**src/rtl/jt9346_pkg.sv**
```systemverilog
// jt9346_pkg: shared encodings for the 93C46 serial master.
// Command ops, EEPROM opcodes, frame sizes and controller states.
package jt9346_pkg;

    typedef enum logic [2:0] {
        OP_READ  = 3'd0,
        OP_WRITE = 3'd1,
        OP_ERASE = 3'd2,
        OP_EWEN  = 3'd3,
        OP_EWDS  = 3'd4,
        OP_ERAL  = 3'd5,
        OP_WRAL  = 3'd6,
        OP_RSVD  = 3'd7
    } op_e;

    localparam logic [1:0] EE_READ  = 2'b10;
    localparam logic [1:0] EE_WRITE = 2'b01;
    localparam logic [1:0] EE_ERASE = 2'b11;
    localparam logic [1:0] EE_EXT   = 2'b00;

    localparam logic [3:0] EXT_EWEN = {EE_EXT, 2'b11};
    localparam logic [3:0] EXT_EWDS = {EE_EXT, 2'b00};
    localparam logic [3:0] EXT_ERAL = {EE_EXT, 2'b10};
    localparam logic [3:0] EXT_WRAL = {EE_EXT, 2'b01};

    localparam int FRAME_LEN = 9;
    localparam int DATA_LEN  = 16;

    typedef enum logic [3:0] {
        S_INIT,
        S_IDLE,
        S_SEL,
        S_CMD,
        S_WR,
        S_RD,
        S_DESEL,
        S_POLL,
        S_DONE
    } state_e;

    function automatic logic [8:0] frame(op_e op, logic [5:0] addr);
        case (op)
            OP_READ:  frame = {1'b1, EE_READ, addr};
            OP_WRITE: frame = {1'b1, EE_WRITE, addr};
            OP_ERASE: frame = {1'b1, EE_ERASE, addr};
            OP_EWEN:  frame = {1'b1, EXT_EWEN, 4'b0000};
            OP_EWDS:  frame = {1'b1, EXT_EWDS, 4'b0000};
            OP_ERAL:  frame = {1'b1, EXT_ERAL, 4'b0000};
            OP_WRAL:  frame = {1'b1, EXT_WRAL, 4'b0000};
            default:  frame = '0;
        endcase
    endfunction

    // Programming ops leave the EEPROM busy and need a ready poll.
    function automatic logic needs_poll(op_e op);
        return op inside {OP_WRITE, OP_ERASE, OP_ERAL, OP_WRAL};
    endfunction

endpackage

```
**src/rtl/jt9346_sclk_gen.sv**
```systemverilog
// jt9346_sclk_gen: serial clock phase counter for the 93C46 master.
// Low phase first, then high phase, each SCLK_DIV clk cycles long.
module jt9346_sclk_gen
    import jt9346_pkg::*;
#(
    parameter int SCLK_DIV = 4
) (
    input  logic clk,
    input  logic rst,
    input  logic run,
    output logic sclk,
    output logic fall_stb,
    output logic rise_last_stb,
    output logic pulse_done
);

    localparam int CW = $clog2(SCLK_DIV);

    logic [CW-1:0] cnt;
    logic          high;
    logic          last;

    assign last = (cnt == CW'(SCLK_DIV - 1));

    always_ff @(posedge clk or posedge rst) begin
        if (rst) begin
            cnt  <= '0;
            high <= 1'b0;
        end else if (!run) begin
            cnt  <= '0;
            high <= 1'b0;
        end else if (last) begin
            cnt  <= '0;
            high <= ~high;
        end else begin
            cnt <= cnt + CW'(1);
        end
    end

    assign sclk          = high;
    assign fall_stb      = run && !high && (cnt == '0);
    assign rise_last_stb = run && high && last;
    assign pulse_done    = rise_last_stb;

endmodule

```
**src/rtl/jt9346_master.sv**
```systemverilog
// jt9346_master: parallel command to 93C46 serial frame converter.
// Define JT9346_MASTER_TIMEOUT_EN to bound the ready poll by POLL_MAX clks.
module jt9346_master
    import jt9346_pkg::*;
#(
    parameter int SCLK_DIV = 4,
    parameter int CS_GAP   = 4,
    parameter int POLL_MAX = 1024
) (
    input  logic        clk,
    input  logic        rst,
    input  logic        cmd_valid,
    output logic        cmd_ready,
    input  logic [2:0]  cmd_op,
    input  logic [5:0]  cmd_addr,
    input  logic [15:0] cmd_wdata,
    output logic        rsp_valid,
    output logic [15:0] rsp_rdata,
    output logic        rsp_err,
    output logic        sclk,
    output logic        sdi,
    output logic        scs,
    input  logic        sdo
);

    localparam int CMAX = (POLL_MAX > CS_GAP) ? POLL_MAX : CS_GAP;
    localparam int CW   = $clog2(CMAX + 1);

    state_e        state, state_n;
    op_e           op;
    logic [5:0]    addr;
    logic [15:0]   wdata;
    logic [15:0]   shreg;
    logic [15:0]   rdata;
    logic [4:0]    bcnt;
    logic [CW-1:0] cnt;
    logic          err;

    logic run, fall_stb, rise_last_stb, pulse_done;
    logic cmd_last, data_last, poll_ok, poll_tmo;

    jt9346_sclk_gen #(
        .SCLK_DIV(SCLK_DIV)
    ) u_sclk (
        .clk          (clk),
        .rst          (rst),
        .run          (run),
        .sclk         (sclk),
        .fall_stb     (fall_stb),
        .rise_last_stb(rise_last_stb),
        .pulse_done   (pulse_done)
    );

    assign cmd_last  = (state == S_CMD) && pulse_done
                     && (bcnt == 5'(FRAME_LEN - 1));
    assign data_last = (state == S_WR || state == S_RD) && pulse_done
                     && (bcnt == 5'(DATA_LEN - 1));

    // First two poll clks cover the EEPROM input synchroniser.
    assign poll_ok = (cnt >= CW'(2)) && sdo;

    always_comb begin
        state_n  = state;
        run      = 1'b0;
        poll_tmo = 1'b0;
`ifdef JT9346_MASTER_TIMEOUT_EN
        poll_tmo = !poll_ok && (cnt == CW'(POLL_MAX - 1));
`endif
        unique case (state)
            S_INIT: state_n = S_IDLE;
            S_IDLE: begin
                if (cmd_valid)
                    state_n = (cmd_op == OP_RSVD) ? S_DONE : S_SEL;
            end
            S_SEL: state_n = S_CMD;
            S_CMD: begin
                run = 1'b1;
                if (cmd_last) begin
                    if (op == OP_READ)
                        state_n = S_RD;
                    else if (op == OP_WRITE || op == OP_WRAL)
                        state_n = S_WR;
                    else
                        state_n = S_DESEL;
                end
            end
            S_WR, S_RD: begin
                run = 1'b1;
                if (data_last)
                    state_n = S_DESEL;
            end
            S_DESEL: begin
                if (cnt == CW'(CS_GAP - 1))
                    state_n = needs_poll(op) ? S_POLL : S_DONE;
            end
            S_POLL: begin
                if (poll_ok || poll_tmo)
                    state_n = S_DONE;
            end
            S_DONE: state_n = S_IDLE;
            default: state_n = S_INIT;
        endcase
    end

    always_ff @(posedge clk or posedge rst) begin
        if (rst) begin
            state <= S_INIT;
            op    <= OP_READ;
            addr  <= '0;
            wdata <= '0;
            shreg <= '0;
            rdata <= '0;
            bcnt  <= '0;
            cnt   <= '0;
            err   <= 1'b0;
            sdi   <= 1'b0;
        end else begin
            state <= state_n;
            if (state_n != state)
                cnt <= '0;
            else if (!(&cnt))
                cnt <= cnt + CW'(1);

            if (state == S_IDLE && cmd_valid) begin
                op    <= op_e'(cmd_op);
                addr  <= cmd_addr;
                wdata <= cmd_wdata;
                err   <= (cmd_op == OP_RSVD);
            end

            if (state == S_SEL) begin
                shreg <= {frame(op, addr), 7'b0};
                bcnt  <= '0;
            end

            if (pulse_done)
                bcnt <= (cmd_last || data_last) ? 5'd0 : bcnt + 5'd1;

            if (fall_stb) begin
                if (state == S_RD) begin
                    sdi <= 1'b0;
                end else begin
                    sdi   <= shreg[15];
                    shreg <= {shreg[14:0], 1'b0};
                end
            end

            if (state == S_RD && rise_last_stb)
                shreg <= {shreg[14:0], sdo};

            if (cmd_last && (op == OP_WRITE || op == OP_WRAL))
                shreg <= wdata;

            if (state == S_DESEL)
                sdi <= 1'b0;

            if (state == S_POLL && poll_tmo)
                err <= 1'b1;

            if (state == S_DESEL && state_n == S_DONE && op == OP_READ)
                rdata <= shreg;
        end
    end

    assign scs = (state == S_SEL) || (state == S_CMD) || (state == S_WR)
              || (state == S_RD) || (state == S_POLL);
    assign cmd_ready = (state == S_IDLE);
    assign rsp_valid = (state == S_DONE);
    assign rsp_err   = rsp_valid && err;
    assign rsp_rdata = rdata;

endmodule

```
**config.mk**
```make
export PLATFORM = sky130hd
export DESIGN_NAME = jt9346_master
export DESIGN_NICKNAME = d
export VERILOG_FILES = /design/src/rtl/jt9346_pkg.sv /design/src/rtl/jt9346_sclk_gen.sv /design/src/rtl/jt9346_master.sv
export SDC_FILE = /design/constraint.sdc
export NUM_CORES = 1
export LEC_CHECK = 0
export CAP_MARGIN = 10
export CORE_MARGIN = 2
export CORE_UTILIZATION = 45
export DETAILED_ROUTE_END_ITERATION = 10
export PLACE_DENSITY = 0.77
export SLEW_MARGIN = 20
export SYNTH_ARGS = -nofsm -noshare
export SYNTH_HDL_FRONTEND = slang
export SYNTH_SLANG_ARGS = --single-unit
```
**constraint.sdc**
```tcl
create_clock -name clk -period 4.9 [get_ports clk]
set_clock_uncertainty 0.2 [all_clocks]
set_input_delay 1.225 -clock clk [delete_from_list [all_inputs] [get_ports clk]]
set_output_delay 1.225 -clock clk [all_outputs]
set_load 0.05 [all_outputs]
```
==> out/metrics.sh <==
POSTCTSRESIZEDCELLS=0
NUMBER_OF_CLOCK_BUFFERS_INSERTED_BY_TRITONCTS=9
NETLIST_INSTANCES=389
CTSROOTBUFFERMASTER='sky130_fd_sc_hd__clkbuf_8'
MULTI_INPUT_COMB_AREA_MM2=0.00194
CELLPOWERDENSITY_mW_PER_MM2=535
USE_MET2_PCT=29.4
GR-USAGE-MET1_PCT=24.4
NETLIST-CELL-TYPE-COUNT=59
DP_HPWL_UM=5920
CHIP_HEIGHT_UM=100
SETUP_VIOL=0
SYNTH_TOP_FAMILY_BY_AREA='simple AND/OR/NAND/NOR gates'
NUMCLOCKSINKS=82
REG2REGPATHDEPTH=7
SYNTH_COMPOUND_GATE_AREA_SHARE_PCT=11.6
RSZ0062_AT_GRT='false'
SETUP.WORST_PATH.END_CLASS='output port'
SYNTH_SEQ_CELLS=82
MAX-VDD-IR-DROP_uV=317
SYNTH-XOR-AREA-SHARE_PCT=2.53
SYNTH_AREA_MM2=0.00415
START_UTIL_PCT=45.5
ANTENNA_FOUND_INITIAL=0
POST-LAYOUT-TOTAL-POWER_mW=2.63
CTS-HTREE-LEVELS=3
SEQ_AREA_FRAC_SYNTH_PCT=49.5
LAYOUT_MIN_CYCLE_TIME_NS=4.14
LAYOUT_COMMONEST_CELL='sky130_fd_sc_hd__dfrtp_1'
R2R_END='cnt[6]'
DIE_AREA_MM2=0.0100
POST_DETAILED_ROUTE_COUNT_OF_ANTENNA_VIOLATING_NETS=0
TIMING_WORST_SLEW_PIN_VALUE_NS=1.06
SYNTH_TOP_AREA_SHARE_PCT=49.5
REG2REG_SETUP_SLACK_NS=1.46
MAXIMUM_NUMBER_OF_PINS_ON_ONE_NET_BEFORE_GLOBAL_ROUTE_REPAIR=52
GLOBALROUTEMET3UTIL_PCT=4.81
MOSTFREQUENTLAYOUTCELLS='sky130_fd_sc_hd__dfrtp_1 (82), sky130_fd_sc_hd__clkdlybuf4s50_1 (50), sky130_fd_sc_hd__nand2_1 (43), sky130_fd_sc_hd__o21ai_0 (32), sky130_fd_sc_hd__mux2_2 (32)'
IO_BUFFERS=50
DRV_SLEW=0
SYNTH.AVG_CELL_AREA_UM2=10.7
FINAL_NET_COUNT=466
ANTENNA_CELLS=0
CRITPATHLAUNCHTYPE='flop'
FIN_CRIT_SH_PCT=84.5
OUTCOME='complete, no violations'
VIA_COUNT=3099
TOTAL_NUMBER_OF_YOSYS_WARNINGS=0
HOLD_BUFFER_COUNT_AT_CTS=0
DRC=0
FINAL.SETUP.TNS_NS=0
DIE_WIDTH_UM=100
CTS.PATH.MAX_BUFFERS=2
GRT_USAGE_PCT=18.2
MAPPEDNETLISTNETS=425
WORST_PATH_ARRIVAL_NS=2.71
IOPINCOUNT=51
DRV.MAX_CAP_VIOLATION_COUNT=0
HOLDPATHSTAGES=2
ARITHMETIC_CELL_SHARE_OF_THE_SYNTHESIZED_AREA_COUNTING_FULL_ADDERS_HALF_ADDERS_AND_MAJORITY_GATES_PCT=2.11
SYNTH_ENABLE_FLOP_CELLS=0
SYNTH-SIMPLE-AREA-SHARE_PCT=17.0
SYNTH.LARGEST_AREA_CELL='sky130_fd_sc_hd__dfrtp_1'
PLACED_CELLS_INCL_TAPS=530
FIRST_GLOBAL_VIAS=2877
FILLER_CELL_COUNT=821
P_LEAK_nW=2.11
GR-TOTAL-OVERFLOW=0
MAXCLOCKFREQUENCY_MHz=242
REG2REG_FROM='state[3]'
WORST_SLEW_MARGIN_REL_PCT=29.5
DRT_PRE_ANTENNA_ITERS=4
FLOW.AREA_GROWTH_FROM_SYNTHESIS_PCT=18.5
WORST_EP_REQUIRED_TIME_NS=3.47
FIN_UTIL_PCT=54.0
FIRST_ITER_VIOLATIONS=153
HOLD_VIOL_FINAL=0
CORE.ROWCOUNT=35
POSTSYNTH.TOPFLOPCELL='sky130_fd_sc_hd__dfrtp_1'
POST_CTS_BUFFERS=0
MIN_DELAY_WORST_ENDPOINT='err'
PLACER_CONGESTION=0.855
GR-MAX-USAGE-LAYER='met2'
CTS_TREE='built'
WORST_HOLD_STARTPOINT='err'
SETUP.WORST_PATH.CLASS='reg -> out'
WL_PER_CELL_UM=16.0
SYNTH.AREA.TOP_CELLS='sky130_fd_sc_hd__dfrtp_1 (49%), sky130_fd_sc_hd__mux2_2 (8.7%), sky130_fd_sc_hd__nand2_1 (3.9%)'
LAYOUT-DRIVE-GT1-SHARE_PCT=17.2
HOLD_CLASS='reg -> reg'
POST_LAYOUT_NONFILLER_INSTANCES=546
SYNTH.MUX.AREA_FRACTION_PCT=13.0
VIAS_PER_CELL=5.68
GLOBAL_ROUTE_WIRE_LENGTH_BEFORE_REPAIR_UM=14300
CRITICAL_PATH_PEAK_FANOUT=24
PLACEABLECOREAREA_MM2=0.00911
WORST_SKEW_PAIR.LATE_LATENCY_NS=0.36
POSTSYNTH.ASYNCRESETSHARE_PCT=100
FF_LATCH_AREA_MM2=0.00205
CLK_PIN_SLEW_WORST_PATHS_NS=0.09
ROUTED_WIRELENGTH_UM=8710
-- state kept, by name, summed over array words and instances, names as in the netlist --
name         flops
rsp_rdata       16
cnt             11
bcnt             5
shreg           16
wdata           16
sdi              1
err              1
u_sclk.cnt       2
op               3
u_sclk.sclk      1
addr             6
state            4
-- worst max path at each step --
stage                         endpoint      from
final                              scs  state[3]
after detailed placement  rsp_rdata[7]       sdo
after floorplan                rsp_err  state[3]
after CTS                          scs  state[3]
after global placement    rsp_rdata[6]       sdo
after global routing               scs  state[3]
-- Yosys cell counts (8+ instances only) --
cell type,count
sky130_fd_sc_hd__inv_1,17
sky130_fd_sc_hd__nor2_1,8
sky130_fd_sc_hd__a21oi_1,10
sky130_fd_sc_hd__nand3_1,9
sky130_fd_sc_hd__mux2_2,32
sky130_fd_sc_hd__clkbuf_1,19
sky130_fd_sc_hd__mux2_4,10
sky130_fd_sc_hd__nand2_1,43
sky130_fd_sc_hd__dfrtp_1,82
sky130_fd_sc_hd__nor4_1,12
sky130_fd_sc_hd__o21ai_0,32
-- report_power, final --
part / internal, mW / leakage, nW / switching [mW] / total [mW]
combinational: 0.462 / 0.950 / 0.620 / 1.08
sequential: 0.887 / 1.06 / 0.191 / 1.08
clock: 0.204 / 0.0989 / 0.263 / 0.467
total: 1.55 / 2.11 / 1.07 / 2.63
-- stage by stage --
step / cell area, um^2 / hold slack, ns / setup WS (ns)
after global placement: 4720 / 0.256 / 1.04
final: 4910 / 0.277 / 0.760
after CTS: 4910 / 0.280 / 0.753
after floorplan: 4150 / 0.236 / 0.472
after global routing: 4910 / 0.308 / 0.638
after detailed placement: 4720 / 0.259 / 0.969
-- layout make-up --
cell class                 instances  area share (%)
timing repair buffer              55            10.9
inverter                          17            1.32
sequential                        82            41.8
clock inverter                     6           0.967
clock buffer                      10            2.80
multi-input combinational        265            39.4
tap                              111            2.83
-- critical path, cell delays in order (launching register included) --
cell	delay, ns
sky130_fd_sc_hd__dfrtp_1	0.66
sky130_fd_sc_hd__or4b_2	0.76
sky130_fd_sc_hd__nand3_1	0.12
sky130_fd_sc_hd__clkdlybuf4s50_1	0.81
-- layer usage --
layer	vias to the layer above	share of wire, %
met5	-	0
met2	79	48
met3	13	5.4
met1	1533	45
li1	1474	-
met4	0	1.1
-- cell families after synthesis --
kind of cell | after synthesis
AND/OR/NAND/NOR | 126
flip-flops | 82
multiplexers | 45
buffers and inverters | 42
XOR/XNOR | 12
AO/OA/AOI/OAI | 75
adder cells (fa/ha/maj) | 7
No activity file was read; power rests on OpenSTA's default activity.
